### src/rtl/add3_arb_if.sv
// add3_arb_if: requester beats, datapath operands/results and tagged responses of the add3 arbiter
interface add3_arb_if;
    logic        req0_valid;
    logic        req0_ready;
    logic        req0_last;
    logic [23:0] req0_act;
    logic [23:0] req0_wgt;
    logic        req1_valid;
    logic        req1_ready;
    logic        req1_last;
    logic [23:0] req1_act;
    logic [23:0] req1_wgt;
    logic [7:0]  dp_act_0;
    logic [7:0]  dp_act_1;
    logic [7:0]  dp_act_2;
    logic [7:0]  dp_wgt_0;
    logic [7:0]  dp_wgt_1;
    logic [7:0]  dp_wgt_2;
    logic [31:0] dp_psum_0;
    logic [31:0] dp_psum_1;
    logic [31:0] dp_psum_2;
    logic [95:0] rsp_psum;
    logic        rsp0_valid;
    logic        rsp1_valid;
    logic        rsp_last;
    logic        busy;
    modport slave (
        input  req0_valid, req0_last, req0_act, req0_wgt,
        input  req1_valid, req1_last, req1_act, req1_wgt,
        input  dp_psum_0, dp_psum_1, dp_psum_2,
        output req0_ready, req1_ready,
        output dp_act_0, dp_act_1, dp_act_2, dp_wgt_0, dp_wgt_1, dp_wgt_2,
        output rsp_psum, rsp0_valid, rsp1_valid, rsp_last, busy
    );
    modport master (
        output req0_valid, req0_last, req0_act, req0_wgt,
        output req1_valid, req1_last, req1_act, req1_wgt,
        output dp_psum_0, dp_psum_1, dp_psum_2,
        input  req0_ready, req1_ready,
        input  dp_act_0, dp_act_1, dp_act_2, dp_wgt_0, dp_wgt_1, dp_wgt_2,
        input  rsp_psum, rsp0_valid, rsp1_valid, rsp_last, busy
    );
endinterface

### src/rtl/add3_arb.sv
// add3_arb: round-robin burst arbiter feeding the add3 datapath and returning tagged psums after LAT cycles
module add3_arb #(
    parameter int unsigned LAT = 1,
    parameter int unsigned GAP = 2
) (
    input logic       clk,
    input logic       rst,
    add3_arb_if.slave bus_io
);
    typedef enum logic [1:0] {IDLE, BURST, DRAIN} state_t;
    typedef struct packed {
        logic valid;
        logic owner;
        logic last;
    } tag_t;
    state_t       state_q, state_d;
    logic         owner_q, owner_d;
    logic         ptr_q, ptr_d;
    logic [3:0]   cnt_q, cnt_d;
    logic [23:0]  act_q, act_d;
    logic [23:0]  wgt_q, wgt_d;
    tag_t [LAT:0] tag_q;
    tag_t         push;
    logic         own_valid, own_last, accept, in_flight;
    logic [23:0]  own_act, own_wgt;
    always_comb begin
        own_valid = owner_q ? bus_io.req1_valid : bus_io.req0_valid;
        own_last  = owner_q ? bus_io.req1_last : bus_io.req0_last;
        own_act   = owner_q ? bus_io.req1_act : bus_io.req0_act;
        own_wgt   = owner_q ? bus_io.req1_wgt : bus_io.req0_wgt;
        accept    = state_q == BURST && own_valid;
        act_d     = accept ? own_act : '0;
        wgt_d     = accept ? own_wgt : '0;
        push      = '{valid: accept, owner: owner_q, last: accept && own_last};
        state_d   = state_q;
        owner_d   = owner_q;
        ptr_d     = ptr_q;
        cnt_d     = cnt_q;
        if (state_q == IDLE && (bus_io.req0_valid || bus_io.req1_valid)) begin
            state_d = BURST;
            owner_d = (bus_io.req0_valid && bus_io.req1_valid) ? ptr_q : bus_io.req1_valid;
        end
        if (accept && own_last) begin
            state_d = (GAP == 0) ? IDLE : DRAIN;
            ptr_d   = ~owner_q;
            cnt_d   = 4'(GAP - 1);
        end
        if (state_q == DRAIN) begin
            state_d = (cnt_q == 4'd0) ? IDLE : DRAIN;
            cnt_d   = cnt_q - 4'd1;
        end
    end
    always_comb begin
        in_flight = 1'b0;
        for (int i = 0; i <= int'(LAT); i++) in_flight = in_flight | tag_q[i].valid;
    end
    always_ff @(posedge clk) begin
        if (rst) begin
            state_q <= IDLE;
            owner_q <= 1'b0;
            ptr_q   <= 1'b0;
            cnt_q   <= '0;
            act_q   <= '0;
            wgt_q   <= '0;
            tag_q   <= '0;
        end else begin
            state_q <= state_d;
            owner_q <= owner_d;
            ptr_q   <= ptr_d;
            cnt_q   <= cnt_d;
            act_q   <= act_d;
            wgt_q   <= wgt_d;
            tag_q   <= {tag_q[LAT-1:0], push};
        end
    end
    assign bus_io.req0_ready = state_q == BURST && !owner_q;
    assign bus_io.req1_ready = state_q == BURST && owner_q;
    assign bus_io.dp_act_0   = act_q[7:0];
    assign bus_io.dp_act_1   = act_q[15:8];
    assign bus_io.dp_act_2   = act_q[23:16];
    assign bus_io.dp_wgt_0   = wgt_q[7:0];
    assign bus_io.dp_wgt_1   = wgt_q[15:8];
    assign bus_io.dp_wgt_2   = wgt_q[23:16];
    assign bus_io.rsp_psum   = {bus_io.dp_psum_2, bus_io.dp_psum_1, bus_io.dp_psum_0};
    // The oldest tag stage lines up with the datapath result for the same beat
    assign bus_io.rsp0_valid = tag_q[LAT].valid && !tag_q[LAT].owner;
    assign bus_io.rsp1_valid = tag_q[LAT].valid && tag_q[LAT].owner;
    assign bus_io.rsp_last   = tag_q[LAT].valid && tag_q[LAT].last;
    assign bus_io.busy       = state_q != IDLE || in_flight;
endmodule

### src/flat_wrapper.sv
// flat-port wrapper written by rule: the top's interface ports become plain ports
module add3_arb_flat 
#(
    parameter int unsigned LAT = 1,
    parameter int unsigned GAP = 2
)
  (clk, rst, bus_io_req0_valid, bus_io_req0_last, bus_io_req0_act, bus_io_req0_wgt, bus_io_req1_valid, bus_io_req1_last, bus_io_req1_act, bus_io_req1_wgt, bus_io_dp_psum_0, bus_io_dp_psum_1, bus_io_dp_psum_2, bus_io_req0_ready, bus_io_req1_ready, bus_io_dp_act_0, bus_io_dp_act_1, bus_io_dp_act_2, bus_io_dp_wgt_0, bus_io_dp_wgt_1, bus_io_dp_wgt_2, bus_io_rsp_psum, bus_io_rsp0_valid, bus_io_rsp1_valid, bus_io_rsp_last, bus_io_busy);
  add3_arb_if bus_io_i ();
  input logic clk;
  input logic rst;
  input wire logic [$bits(bus_io_i.req0_valid)-1:0] bus_io_req0_valid;
  input wire logic [$bits(bus_io_i.req0_last)-1:0] bus_io_req0_last;
  input wire logic [$bits(bus_io_i.req0_act)-1:0] bus_io_req0_act;
  input wire logic [$bits(bus_io_i.req0_wgt)-1:0] bus_io_req0_wgt;
  input wire logic [$bits(bus_io_i.req1_valid)-1:0] bus_io_req1_valid;
  input wire logic [$bits(bus_io_i.req1_last)-1:0] bus_io_req1_last;
  input wire logic [$bits(bus_io_i.req1_act)-1:0] bus_io_req1_act;
  input wire logic [$bits(bus_io_i.req1_wgt)-1:0] bus_io_req1_wgt;
  input wire logic [$bits(bus_io_i.dp_psum_0)-1:0] bus_io_dp_psum_0;
  input wire logic [$bits(bus_io_i.dp_psum_1)-1:0] bus_io_dp_psum_1;
  input wire logic [$bits(bus_io_i.dp_psum_2)-1:0] bus_io_dp_psum_2;
  output wire logic [$bits(bus_io_i.req0_ready)-1:0] bus_io_req0_ready;
  output wire logic [$bits(bus_io_i.req1_ready)-1:0] bus_io_req1_ready;
  output wire logic [$bits(bus_io_i.dp_act_0)-1:0] bus_io_dp_act_0;
  output wire logic [$bits(bus_io_i.dp_act_1)-1:0] bus_io_dp_act_1;
  output wire logic [$bits(bus_io_i.dp_act_2)-1:0] bus_io_dp_act_2;
  output wire logic [$bits(bus_io_i.dp_wgt_0)-1:0] bus_io_dp_wgt_0;
  output wire logic [$bits(bus_io_i.dp_wgt_1)-1:0] bus_io_dp_wgt_1;
  output wire logic [$bits(bus_io_i.dp_wgt_2)-1:0] bus_io_dp_wgt_2;
  output wire logic [$bits(bus_io_i.rsp_psum)-1:0] bus_io_rsp_psum;
  output wire logic [$bits(bus_io_i.rsp0_valid)-1:0] bus_io_rsp0_valid;
  output wire logic [$bits(bus_io_i.rsp1_valid)-1:0] bus_io_rsp1_valid;
  output wire logic [$bits(bus_io_i.rsp_last)-1:0] bus_io_rsp_last;
  output wire logic [$bits(bus_io_i.busy)-1:0] bus_io_busy;
  assign bus_io_i.req0_valid = bus_io_req0_valid;
  assign bus_io_i.req0_last = bus_io_req0_last;
  assign bus_io_i.req0_act = bus_io_req0_act;
  assign bus_io_i.req0_wgt = bus_io_req0_wgt;
  assign bus_io_i.req1_valid = bus_io_req1_valid;
  assign bus_io_i.req1_last = bus_io_req1_last;
  assign bus_io_i.req1_act = bus_io_req1_act;
  assign bus_io_i.req1_wgt = bus_io_req1_wgt;
  assign bus_io_i.dp_psum_0 = bus_io_dp_psum_0;
  assign bus_io_i.dp_psum_1 = bus_io_dp_psum_1;
  assign bus_io_i.dp_psum_2 = bus_io_dp_psum_2;
  assign bus_io_req0_ready = bus_io_i.req0_ready;
  assign bus_io_req1_ready = bus_io_i.req1_ready;
  assign bus_io_dp_act_0 = bus_io_i.dp_act_0;
  assign bus_io_dp_act_1 = bus_io_i.dp_act_1;
  assign bus_io_dp_act_2 = bus_io_i.dp_act_2;
  assign bus_io_dp_wgt_0 = bus_io_i.dp_wgt_0;
  assign bus_io_dp_wgt_1 = bus_io_i.dp_wgt_1;
  assign bus_io_dp_wgt_2 = bus_io_i.dp_wgt_2;
  assign bus_io_rsp_psum = bus_io_i.rsp_psum;
  assign bus_io_rsp0_valid = bus_io_i.rsp0_valid;
  assign bus_io_rsp1_valid = bus_io_i.rsp1_valid;
  assign bus_io_rsp_last = bus_io_i.rsp_last;
  assign bus_io_busy = bus_io_i.busy;
  add3_arb #(.LAT(LAT), .GAP(GAP)) u_core (.clk(clk), .rst(rst), .bus_io(bus_io_i));
endmodule
### config.mk
export PLATFORM = sky130hd
export DESIGN_NAME = add3_arb_flat
export DESIGN_NICKNAME = d
export VERILOG_FILES = /design/src/rtl/add3_arb_if.sv /design/src/rtl/add3_arb.sv /design/src/flat_wrapper.sv
export SDC_FILE = /design/constraint.sdc
export NUM_CORES = 1
export LEC_CHECK = 0
export ABC_AREA = 0
export CAP_MARGIN = 10
export CORE_AREA = 3 3 136 138
export DETAILED_ROUTE_END_ITERATION = 8
export DIE_AREA = 0 0 139 141
export GPL_TIMING_DRIVEN = 0
export SYNTH_ARGS = -nofsm -noshare
export SYNTH_HDL_FRONTEND = slang
export SYNTH_SLANG_ARGS = --single-unit
### constraint.sdc
create_clock -name clk -period 1.6 [get_ports clk]
set_clock_uncertainty 0.15 [all_clocks]
set_input_delay 0.48 -clock clk [delete_from_list [all_inputs] [get_ports clk]]
set_output_delay 0.48 -clock clk [all_outputs]
set_load 0.01 [all_outputs]
==> flow_summary_export.csv <==
group,metric,value,unit
drt,drc,0,
cts,clock_path_buffers,2,
timing,finalMaxSlewViolations,0,
timing,holdWs,0.308,ns
place,port_buffers,250,
place,place_congestion,0.773,
global_routing,grt_pass1_wl,19.3,mm
run_status,status,"finished, violations left",
setup_path,required,0.97,ns
drt,route.vias.total,3182,
layout,fin_util,40.0,%
synth,synth-xor-area-share,0,%
cts,cts_hold_buf,0,
layout,fin_area,6910,um^2
synth,syn_inst,323,
drt,wirelength,13.4,mm
global_routing,grt_overflow_total,0,
floorplan,coreArea,17300,um^2
setup_path,crit_path_max_fanout,3,
global_routing,track_usage,12.9,%
synth,synth_top_family_by_area,"buffers and inverters",
synth,synth_commonest_cells,"buf_4, dfxtp_1, nor2_1",
cts,htree_levels,3,
place,dp_slack,-0.751,ns
floorplan,die_h,141,um
synth,muxShareOfSynthArea,16.6,%
timing,tightest_slew,0.495,ns
synth,synth.area.top_cells,"dfxtp_1, buf_4, mux2i_1",
pwr,ir_worst_vdd,465,uV
timing,hold_viol,0,
synth,synth_compound_area_share,2.57,%
synth,syn_area,3010,um^2
timing,fmax,0.574,GHz
layout,multiInputGateArea,1530,um^2
drt,drtIter0Drc,62,
timing,rsz0062_at_grt,"yes",
place,dp_hpwl,10.2,mm
timing,fin_crit,1.74,ns
timing,min_period_over_period,109,%
pwr,p_total,5.13,mW
synth,synth_top_area_cell,"dfxtp_1",
drt,first_pass_iters,4,
place,place_inst,798,
synth,synthSimpleGateAreaFrac,12.1,%
layout,fin_nets,808,
synth,synth_ff_type,"dfxtp_1",
synth,async_reset_ff_share,0,%
synth,synth.avg_cell_area,9.33,um^2
timing,setup_viol,56,
cts,cts_root_buf,"clkbuf_16",
synth,synth_top_cell_area_share,41.2,%
drt,viasPerCell,3.80,
global_routing,grt_max_degree,12,
flow_run,cap_violations,0,
drt,ant_nets,0,
cts,cts_tree,"yes",
synth,yosysMostFrequentCell,"buf_4",
layout,regArea,1250,um^2
layout,final_cells,838,
drt,wire_per_inst,15.9,um
timing,fin_ws,-0.142,ns
floorplan,initial_core_util,17.4,%
layout,fillers,1736,
synth,synth-seq-cells,62,
hold_path,hold_path.class,"flop to flop",
synth,synth-edff-count,0,
cts,clk_latency,0.34,ns
pwr,p_leak,3.06,nW
floorplan,rows,48,
setup_path,endpoint_kind,"primary output",
floorplan,die_x,139,um
synth,ys_types,28,
synth,syn-num-nets,523,
place,post_dp_cell_area,5800,um^2
floorplan,die-area,19600,um^2
synth,synth.yosys.seq_area_share,41.2,%
setup_path,crit_path_start_kind,"flop",
timing,slew_headroom,67.0,%
global_routing,antenna_found_initial,0,
timing,tns,-3.65,ns
synth,ys_warn_count,0,
cts,clkTransAtPathRegs,0.06,ns
floorplan,top_level_ports,348,
layout,n_antenna_cell,0,
setup_path,crit_type,"flop to primary output",
global_routing,grt_pass1_vias,3472,
layout,synthToLayoutAreaGrowth,129,%
synth,synthAdderAreaFrac,0.830,%
setup_path,crit_arrival,1.11,ns
layout,drive_above_1_share,38.3,%
run_status,violations,"setup timing",
pwr,p_per_area,741,nW/um^2
cts,cts_sinks,62,
cts,numCtsBuffers,9,
==> timing repair <==
| item | 4_1_cts | 5_1_grt |
|---|---|---|
| cloned | 6 | 1 |
| setup buffers | 14 | 10 |
| setup endpoints to repair | 207 | 68 |
| pin swaps | 40 | 23 |
| gates resized for setup | 260 | 118 |
==> area by class of cell <==
class | count | area share, %
clock inverters | 6 | 1.25
well taps | 225 | 4.07
inverters | 5 | 0.344
multi-input cells | 146 | 22.1
flip-flops and latches | 62 | 18.2
clock buffers | 10 | 3.31
plain buffers | 108 | 12.7
repair buffers | 276 | 38.1
==> worst paths after layout <==
| path | from | endpoint | slack (ns) | cells after the start |
|---|---|---|---|---|
| worst max register to register | u_core.owner_q | u_core.wgt_q[6] | -0.10 | 6 |
| worst min register to register | u_core.tag_q[0] | u_core.tag_q[3] | 0.31 | 1 |
| worst min-delay path | u_core.tag_q[0] | u_core.tag_q[3] | 0.31 | 1 |
| worst max-delay path | u_core.owner_q | bus_io_req1_ready | -0.14 | 3 |
==> critical path, cell delays in order (launching register included) <==
cell and delay (ns):
dfxtp_4 0.37, buf_12 0.13, and3_4 0.16, buf_6 0.11
==> flip-flops by register name, indices dropped and copies added, names as in the netlist <==
name and flops:
u_core.wgt_q 24, u_core.tag_q 6, u_core.ptr_q 1, u_core.state_q 2, u_core.cnt_q 4, u_core.owner_q 1, u_core.act_q 24
==> layout by cell type, fill, tap and decap left out, types with 3 or more instances in the layout <==
cell type / instances
a21oi_1: 3
buf_12: 8
buf_4: 108
buf_6: 11
clkbuf_1: 4
clkbuf_16: 10
clkbuf_4: 3
clkdlybuf4s15_1: 7
clkdlybuf4s50_1: 98
dfxtp_1: 57
dfxtp_4: 3
dlygate4sd2_1: 137
inv_1: 4
mux2i_1: 36
mux2i_2: 4
mux2i_4: 10
nand2_1: 3
nand2b_1: 3
nand3_1: 3
nor2_1: 7
nor2_2: 3
nor2_4: 45
nor2b_1: 5
==> logic make-up after synthesis <==
| logic type | after synthesis |
|---|---|
| AOI/OAI and AO/OA | 11 |
| adders and majority gates | 2 |
| buffers and inverters | 116 |
| DFF | 62 |
| muxes | 50 |
| and+or+nand+nor | 82 |
==> metal layers <==
metal / track usage [%] / share of wire [%]
met5: 0 / 0
met1: 13.6 / 35
met2: 24.3 / 57
met4: 5.51 / 1.9
met3: 2.99 / 6.0
==> power by group <==
group,internal (mW),switching (mW),leakage [nW]
registers,1.61,0.0284,0.506
clock network,1.36,0.735,0.152
logic,0.836,0.561,2.41
total,3.80,1.32,3.06
Power figures use the tool's default switching activity.
